### src/rtl/ad9361_tx_framer.sv
// ad9361_tx_framer: frames 48-bit two-channel sample words onto the AD9361 TX_FRAME/P0/P1 bus, one word per slot pair.
// Latency: tx_frame=1 appears in the cycle the FSM sits in CH0 (cycle after the PRIME->CH0 edge); each word spans two cycles.
// Backpressure: s_axis_tready low only while the input FIFO is full (registered flag); an empty FIFO yields a framed zero pair.

module ad9361_tx_framer_fifo #(
  parameter int LOG2_DEPTH = 2,
  parameter int WIDTH      = 48
) (
  input  logic                  clk,
  input  logic                  rst,
  input  logic                  push_vld_i,
  output logic                  push_rdy_o,
  input  logic [WIDTH-1:0]      push_dat_i,
  input  logic                  pop_i,
  output logic [WIDTH-1:0]      pop_dat_o,
  output logic [LOG2_DEPTH:0]   count_o
);
  localparam int DEPTH = 1 << LOG2_DEPTH;
  localparam logic [LOG2_DEPTH:0]   FULL_CNT = DEPTH[LOG2_DEPTH:0];
  localparam logic [LOG2_DEPTH:0]   CNT_ONE  = {{LOG2_DEPTH{1'b0}}, 1'b1};
  localparam logic [LOG2_DEPTH-1:0] PTR_ONE  = {{(LOG2_DEPTH-1){1'b0}}, 1'b1};

  logic [WIDTH-1:0]      mem_q [DEPTH];
  logic [LOG2_DEPTH-1:0] wr_ptr_q;
  logic [LOG2_DEPTH-1:0] rd_ptr_q;
  logic [LOG2_DEPTH:0]   count_q;
  logic [LOG2_DEPTH:0]   count_d;
  logic                  full_q;
  logic                  push;
  logic                  pop;

  // Ready comes from the registered full flag only, so a pop cannot open a slot in the same cycle.
  assign push_rdy_o = ~full_q;
  assign push       = push_vld_i & ~full_q;
  assign pop        = pop_i & (count_q != '0);
  assign pop_dat_o  = mem_q[rd_ptr_q];
  assign count_o    = count_q;

  // Occupancy next state; a simultaneous push and pop leaves the count unchanged.
  always_comb begin
    count_d = count_q;
    case ({push, pop})
      2'b10:   count_d = count_q + CNT_ONE;
      2'b01:   count_d = count_q - CNT_ONE;
      default: count_d = count_q;
    endcase
  end

  // Pointers wrap naturally at the depth; full flag tracks the next count.
  always_ff @(posedge clk) begin
    if (rst) begin
      wr_ptr_q <= '0;
      rd_ptr_q <= '0;
      count_q  <= '0;
      full_q   <= 1'b0;
    end else begin
      if (push) wr_ptr_q <= wr_ptr_q + PTR_ONE;
      if (pop)  rd_ptr_q <= rd_ptr_q + PTR_ONE;
      count_q <= count_d;
      full_q  <= (count_d == FULL_CNT);
    end
  end

  // Storage array; contents are don't-care until written, so no reset.
  always_ff @(posedge clk) begin
    if (push) mem_q[wr_ptr_q] <= push_dat_i;
  end
endmodule

module ad9361_tx_framer #(
  parameter int FIFO_LOG2_DEPTH = 2,
  parameter int START_LEVEL     = 2,
  parameter int REVERSE_DATA    = 0
) (
  input  logic        clk,
  input  logic        rst,
  input  logic        enable,
  input  logic        s_axis_tvalid,
  output logic        s_axis_tready,
  input  logic [47:0] s_axis_tdata,
  output logic        tx_frame,
  output logic [11:0] tx_data_p0,
  output logic [11:0] tx_data_p1,
  output logic        active,
  output logic        underrun,
  output logic [15:0] underrun_count
);
  localparam logic [1:0] S_IDLE  = 2'd0;
  localparam logic [1:0] S_PRIME = 2'd1;
  localparam logic [1:0] S_CH0   = 2'd2;
  localparam logic [1:0] S_CH1   = 2'd3;

  localparam logic [FIFO_LOG2_DEPTH:0] START_CNT = START_LEVEL[FIFO_LOG2_DEPTH:0];

  logic [1:0]               state_q, state_d;
  logic [47:0]              hold_q, hold_d;
  logic                     frame_q, frame_d;
  logic [11:0]              p0_q, p0_d;
  logic [11:0]              p1_q, p1_d;
  logic                     underrun_q;
  logic [15:0]              ucount_q;
  logic                     pop_req;
  logic                     underrun_evt;
  logic [47:0]              fifo_dat;
  logic [FIFO_LOG2_DEPTH:0] fifo_count;
  logic [23:0]              slot_hi;
  logic [23:0]              slot_lo;

  ad9361_tx_framer_fifo #(
    .LOG2_DEPTH (FIFO_LOG2_DEPTH),
    .WIDTH      (48)
  ) u_fifo (
    .clk        (clk),
    .rst        (rst),
    .push_vld_i (s_axis_tvalid),
    .push_rdy_o (s_axis_tready),
    .push_dat_i (s_axis_tdata),
    .pop_i      (pop_req),
    .pop_dat_o  (fifo_dat),
    .count_o    (fifo_count)
  );

  // Frame FSM: a started pair always completes; underruns substitute a zero word.
  always_comb begin
    state_d      = state_q;
    hold_d       = hold_q;
    pop_req      = 1'b0;
    underrun_evt = 1'b0;
    case (state_q)
      S_IDLE: begin
        if (enable) state_d = S_PRIME;
      end
      S_PRIME: begin
        if (!enable) begin
          state_d = S_IDLE;
        end else if (fifo_count >= START_CNT) begin
          state_d = S_CH0;
          pop_req = 1'b1;
          hold_d  = fifo_dat;
        end
      end
      S_CH0: begin
        state_d = S_CH1;
      end
      S_CH1: begin
        if (enable) begin
          state_d = S_CH0;
          if (fifo_count != '0) begin
            pop_req = 1'b1;
            hold_d  = fifo_dat;
          end else begin
            underrun_evt = 1'b1;
            hold_d       = '0;
          end
        end else begin
          state_d = S_IDLE;
        end
      end
      default: state_d = S_IDLE;
    endcase
  end

  // Slot mapping: {q,i} of the channel for the frame-high and frame-low slots.
  always_comb begin
    slot_hi = (REVERSE_DATA != 0) ? hold_d[47:24] : hold_d[23:0];
    slot_lo = (REVERSE_DATA != 0) ? hold_d[23:0]  : hold_d[47:24];
    frame_d = 1'b0;
    p0_d    = '0;
    p1_d    = '0;
    case (state_d)
      S_CH0: begin
        frame_d = 1'b1;
        p0_d    = slot_hi[11:0];
        p1_d    = slot_hi[23:12];
      end
      S_CH1: begin
        p0_d = slot_lo[11:0];
        p1_d = slot_lo[23:12];
      end
      default: begin
        frame_d = 1'b0;
      end
    endcase
  end

  // State, holding word, registered bus outputs and sticky underrun statistics.
  always_ff @(posedge clk) begin
    if (rst) begin
      state_q    <= S_IDLE;
      hold_q     <= '0;
      frame_q    <= 1'b0;
      p0_q       <= '0;
      p1_q       <= '0;
      underrun_q <= 1'b0;
      ucount_q   <= '0;
    end else begin
      state_q <= state_d;
      hold_q  <= hold_d;
      frame_q <= frame_d;
      p0_q    <= p0_d;
      p1_q    <= p1_d;
      if (underrun_evt) begin
        underrun_q <= 1'b1;
        if (ucount_q != 16'hFFFF) ucount_q <= ucount_q + 16'd1;
      end
    end
  end

  assign tx_frame       = frame_q;
  assign tx_data_p0     = p0_q;
  assign tx_data_p1     = p1_q;
  assign active         = (state_q == S_CH0) || (state_q == S_CH1);
  assign underrun       = underrun_q;
  assign underrun_count = ucount_q;
endmodule

### config.mk
export PLATFORM = sky130hd
export DESIGN_NAME = ad9361_tx_framer
export DESIGN_NICKNAME = d
export VERILOG_FILES = /design/src/rtl/ad9361_tx_framer.sv
export SDC_FILE = /design/constraint.sdc
export NUM_CORES = 1
export LEC_CHECK = 0
export BUFFER_PORTS_ARGS = -buffer_cell sky130_fd_sc_hd__clkbuf_2
export CAP_MARGIN = 20
export CORE_UTILIZATION = 29
export CTS_BUF_LIST = sky130_fd_sc_hd__clkbuf_4
export CTS_CLUSTER_SIZE = 12
export DETAILED_ROUTE_END_ITERATION = 10
export PLACE_DENSITY = 0.56
export SLEW_MARGIN = 40
export SYNTH_ARGS = -nofsm -noshare
export SYNTH_HDL_FRONTEND = slang
export SYNTH_SLANG_ARGS = --single-unit
### constraint.sdc
create_clock -name clk -period 4.65 [get_ports clk]
set_input_delay 0.2325 -clock clk [delete_from_list [all_inputs] [get_ports clk]]
set_output_delay 0.2325 -clock clk [all_outputs]
set_load 0.01 [all_outputs]
Yosys cells after proc, flatten, opt, wreduce, memory -nomap -nowiden

Memory sizes are Yosys's and may differ from the RTL's. A register that Yosys moved wholly into a read port is not among the register bits.
Index checks and enable logic that the tools add are counted.

Bits in registers: 100
RAM bits: 192
Bits of input ports: 52
Output and inout port bits: 44
Word-level logic and storage cells: 60
Memories: 1

$add $sub $neg: 5
Order comparisons: 1
Equality and inequality tests: 9
Mux-type cells: 26
Bitwise logic cells: 3
Reduce and logical (&&, ||, !) cells: 4

Memory list:

| memory       | words | bits a word | rd ports | clocked after memory_dff | write ports | line | RTL |
|---|---|---|---|---|---|---|---|
| u_fifo.mem_q | 4     | 48          | 1        | 1                        | 1           | 23   | `logic [WIDTH-1:0] mem_q [DEPTH];` |

Operator list:

| kind                                                | number |
|---|---|
| 2-to-1 mux 48 bit                                   | 4 |
| case mux 48 bit (2 select lines)                    | 1 |
| case mux 12 bit (2 select lines)                    | 2 |
| adder 16 x 1 -> 16 bit, second input constant       | 1 |
| inequality test 16 bit, second input constant       | 1 |
| 2-to-1 mux 2 bit                                    | 6 |
| equality test 2 bit, second input constant          | 5 |
| 2-to-1 mux 1 bit                                    | 10 |
| case mux 2 bit (4 select lines)                     | 1 |
| case mux 3 bit (2 select lines)                     | 1 |
| adder 2 x 1 -> 2 bit, second input constant         | 2 |
| equality test 2 x 1 -> 1 bit, second input constant | 2 |
| adder 3 x 1 -> 3 bit, second input constant         | 1 |
| equality test 3 bit, second input constant          | 1 |
| >= comparator 3 x 2 -> 1 bit, second input constant | 1 |
| nonzero test 3 bit                                  | 1 |
| subtractor 3 x 1 -> 3 bit, second input constant    | 1 |
| AND 1 bit                                           | 2 |
| logical NOT 2 bit                                   | 1 |
| case mux 1 bit (2 select lines)                     | 1 |
| AND reduction 2 bit                                 | 1 |
| logical OR 1 bit                                    | 1 |
| inverter 1 bit                                      | 1 |

Longest topological paths before layout

Depth after elaboration: 8
Gate-level depth with buffers: 10
Depth with buffers taken out: 9

By module

A second synthesis with hierarchy kept.

Cells, all modules: 570
Area total of the unflattened synthesis: 10,003.3 um^2

Modules (own cells, without submodules):

| module                | instances | cells each | area each (um^2) | seq. area each (um^2) |
|---|---|---|---|---|
| ad9361_tx_framer_fifo | 1         | 305        | 7,425.9          | 5,965.7 |
| ad9361_tx_framer      | 1         | 265        | 2,577.5          | 1,361.3 |

Worst setup path before layout

Ideal clock, no wire load.

Path type: reg2reg
From: register u_fifo.full_q
To: memory u_fifo.mem_q[0][0] (enable)
Library setup time: 0.410 ns
Arrival: 1.803 ns
Data required time: 4.240 ns
Setup slack: 2.437 ns
Cell stages (with the launch flop): 4
Path buffers: 1
Period minus slack after synthesis: 2.213 ns
Cells stage by stage: dfxtp_1 nor2b_1 clkbuf_1 and2_1

Word-level cells in the longest chain between the ends: 4

RTL lines:

| item                                   | line | RTL |
|---|---|---|
| from (decl)                            | 28   | `logic full_q;` |
| from (signal assigned)                 | 60   | `full_q <= (count_d == FULL_CNT);` |
| inverter 1 bit                         | 34   | `assign push = push_vld_i & ~full_q;` |
| AND 1 bit                              | 34   |  |
| 2-to-1 mux 1 bit                       | 66   | `if (push) mem_q[wr_ptr_q] <= push_dat_i;` |
| 2-to-1 mux 1 bit (implied by the code) | 66   |  |
| to (decl)                              | 23   |  |

No other way between the ends.

Final worst setup path

From: register state_q[1]
To: register u_fifo.full_q

Word-level cells in the longest chain between the ends: 6
Elaborated cells between the ends (all ways): 8
Those cells by class: 5 x eq/ne; 2 x mux; 1 x bitwise

RTL lines:

| item                                                                       | line | RTL |
|---|---|---|
| from (decl)                                                                | 95   | `logic [1:0] state_q, state_d;` |
| from (signal assigned)                                                     | 197  | `state_q <= state_d;` |
| equality test 2 bit / equality test 2 x 1 -> 1 bit (equally long branches) | 129  | `case (state_q)` |
| case mux 1 bit (2 select lines) *                                          | 129  |  |
| AND 1 bit *                                                                | 35   | `assign pop = pop_i & (count_q != '0);` |
| equality test 2 x 1 -> 1 bit / equality test 2 bit (equally long branches) | 42   | `case ({push, pop})` |
| case mux 3 bit (2 select lines) *                                          | 42   |  |
| equality test 3 bit *                                                      | 60   |  |

Mark *: on every way between the ends. The rest lies on a longest branch, timed or not.
A chain may end at the register's enable or synchronous reset.

==> results.ini <==
[run_status]
status = complete, no violations

[worst_setup_path]
critPathBufInv = 2
required_ps = 5140
reg2reg_to = u_fifo.full_q
cp.arrival_ps = 3180
worst-setup-path-type = reg2reg
crit_family = adder cells
reg2reg_from = state_q[1]
end_kind = flop
critPathLaunchType = flop
rrSetupSlack_ps = 1960
reg2regPathDepth = 10
slowest_stage = dfxtp_1
cpPeakStageDelay_ps = 510
worstPathMaxFanout = 50
path_cells = nand2_1 -> a21oi_4 -> buf_4 -> ha_1 -> inv_1 -> fa_1 -> xor2_1 -> nor2_1 -> xnor2_1 -> nor3_1

[sta]
finalSetupTns_ps = 0
min_period_ps = 2690
fmax_mhz = 372
finalHoldViolations = 0
setup_violations = 0
maxSlewHeadroom = 0.461
maxSlewViolCount = 0
worst_pin_slew_ps = 809
fin_ws_ps = 1960
min_period_over_period = 0.578
clock_skew_ps = 48.8
rsz0062_at_grt = false

[finish]
final_cell_area_sq_um = 12400
nFillCells = 3334
nNetsFinal = 860
drive_above_1_share = 0.327
syn_to_final_growth_pct = 23.4
final_cells = 1295

[yosys]
syn_avg_cell_area_sq_um = 16.4
syn_inst = 614
yosys_warnings = 0
synth-seq-cells = 270
ys_seq_area_frac = 0.728
synth_most_common_cell = edfxtp_1
synth_edf_count = 192
synthArstFlopShare = 0
yosysUniqueCellTypes = 43
ys_top_cells_by_count = edfxtp_1 (192), dfxtp_1 (78), nand2_1 (55)
synthFlopType = edfxtp_1
netlist.area_leader.share = 0.573
synth_area_sq_um = 10100
synth_area_leader_cell = edfxtp_1
synth_fp_nets = 673
synth_area_leaders = edfxtp_1 (57%), dfxtp_1 (16%), mux4_2 (11%)

[floorplan]
core_area_sq_um = 33900
num_rows = 67
die_w_microns = 188
die_area_sq_um = 35500
io_pins = 96
die_y_microns = 188
start_util = 0.297

[drt]
routedWlPerCell_microns = 16.8
drt_iter0_drc = 303
drt_wl_total_microns = 21700
ant_nets = 0
dr.pass1.iters = 6
vias_per_cell = 4.55
via_count = 5891
drc = 0

[global_route]
grt_usage = 0.127
grt_pass1_wl_microns = 34700
overflow = 0
grt_pass1_vias = 6261
grt_max_degree = 59
antenna_found_initial = 2

[clock_network]
numCtsBuffers = 67
clk_latency_ps = 670
cts_resized = 0
cts_sinks = 270
cts-root-buf = clkbuf_4
cts_tree = built
holdBufCountCts = 49
clk_path_buf_depth = 3
cts_setup_buffers = 0
path_clk_slew_ps = 70
htreeDepth = 3

[pwr]
p_sw_frac = 0.220
p_leak_nw = 4.24
powerDensity_nw_per_um2 = 400
netSwitchingPower_mw = 1.09
power.total_mw = 4.97
pwr-share-comb = 0.057
cellInternalPower_mw = 3.88
ir_worst_vdd_v = 0.000212
p_seq_frac = 0.546
p_clk_frac = 0.397

[flow_run]
drv_cap = 0

[place]
dpl_worst_slack_ps = 1940
place_congestion = 0.762
place.port_buffers = 95
dpl.cell_count = 1131
place_area_sq_um = 11100
place_hpwl_microns = 12900

[hold_path]
hold-path-endpoint = u_fifo.wr_ptr_q[0]
holdCritPathClass = in2reg
worstHoldStart = s_axis_tvalid
worstHoldPathCells = 4

cell families (layout without fill, tap and decap cells):
kind of cell | count (synthesis) | count (layout) | synth area share
other | 0 | 1 | 0
buffers and inverters | 51 | 283 | 0.0220
adders and majority gates | 7 | 7 | 0.00944
and+or+nand+nor | 149 | 149 | 0.0732
DFF | 270 | 270 | 0.728
xor gates and xnor gates | 6 | 6 | 0.00522
muxes | 54 | 54 | 0.114
AOI/OAI and AO/OA | 77 | 77 | 0.0483
per-layer routing:
layer  GRT usage  vias up  wire [microns]
met3      0.0384       36            1260
met4      0.0484        2             395
met5           0        -              14
met2       0.203      169           10400
met1       0.162     2906            9620
li1            -     2778               -
stage by stage:
stage | utilization | hold WS [ps]
floorplan | - | 331
global placement | 0.326 | 436
detailed placement | 0.327 | 444
CTS | 0.367 | 43.8
global route | 0.367 | 104
finish | 0.367 | 132
placed cells by master, fill, tap and decap left out, drive strengths merged, types with 7 or more instances in the layout:
cell type and instances:
a21oi 38, a22oi 24, buf 12, o31ai 8, nor2b 9, clkinv 7
clkbuf 199, dfxtp 78, edfxtp 192, nor4 7, inv 15, nor2 43
mux4 48, dlygate4sd3 49, or4 7, nand2 55
how the worst max path moves through the flow:
stage | startpoint | to | depth (start not counted)
after CTS | state_q[1] | u_fifo.full_q | 10
after floorplan | u_fifo.full_q | u_fifo.mem_q[0][0] | 3
final | state_q[1] | u_fifo.full_q | 10
after global routing | state_q[1] | u_fifo.full_q | 10
after detailed placement | state_q[1] | u_fifo.full_q | 10
after global placement | state_q[1] | u_fifo.full_q | 10
flip-flops by register name, indices dropped and copies added (netlist names), 3 cells and up, named ones only:
register,cells
tx_data_p1,12
hold_q,24
underrun_count,16
tx_data_p0,12
u_fifo.mem_q,192
u_fifo.count_o,3
worst register-to-register path, stage by stage (launching register included):
cell and delay, ps:
dfxtp_1 510, nand2_1 180, a21oi_4 160, buf_4 490, ha_1 290, inv_1 60, fa_1 370, xor2_1 150
nor2_1 120, xnor2_1 150, nor3_1 70
power by group through the flow:
stage,Clock [mW],Sequential [mW],Combinational [mW]
after floorplan,0,2.75,0.158
after global placement,0,2.77,0.243
after detailed placement,0,2.77,0.253
after CTS,2.05,2.71,0.291
after global routing,2.18,2.72,0.311
final,1.97,2.71,0.283
layout make-up:
class,instances,area (sq um),share of cell area
clock buffers,104,781,0.0629
flip-flops and latches,270,7330,0.590
clock inverters,10,68.8,0.00554
diodes,1,2.50,0.000201
well taps,448,561,0.0451
repair buffers,156,1080,0.0866
inverters,13,48.8,0.00393
multi-input cells,293,2550,0.205
Note: power is estimated with default switching activity, not from simulation.
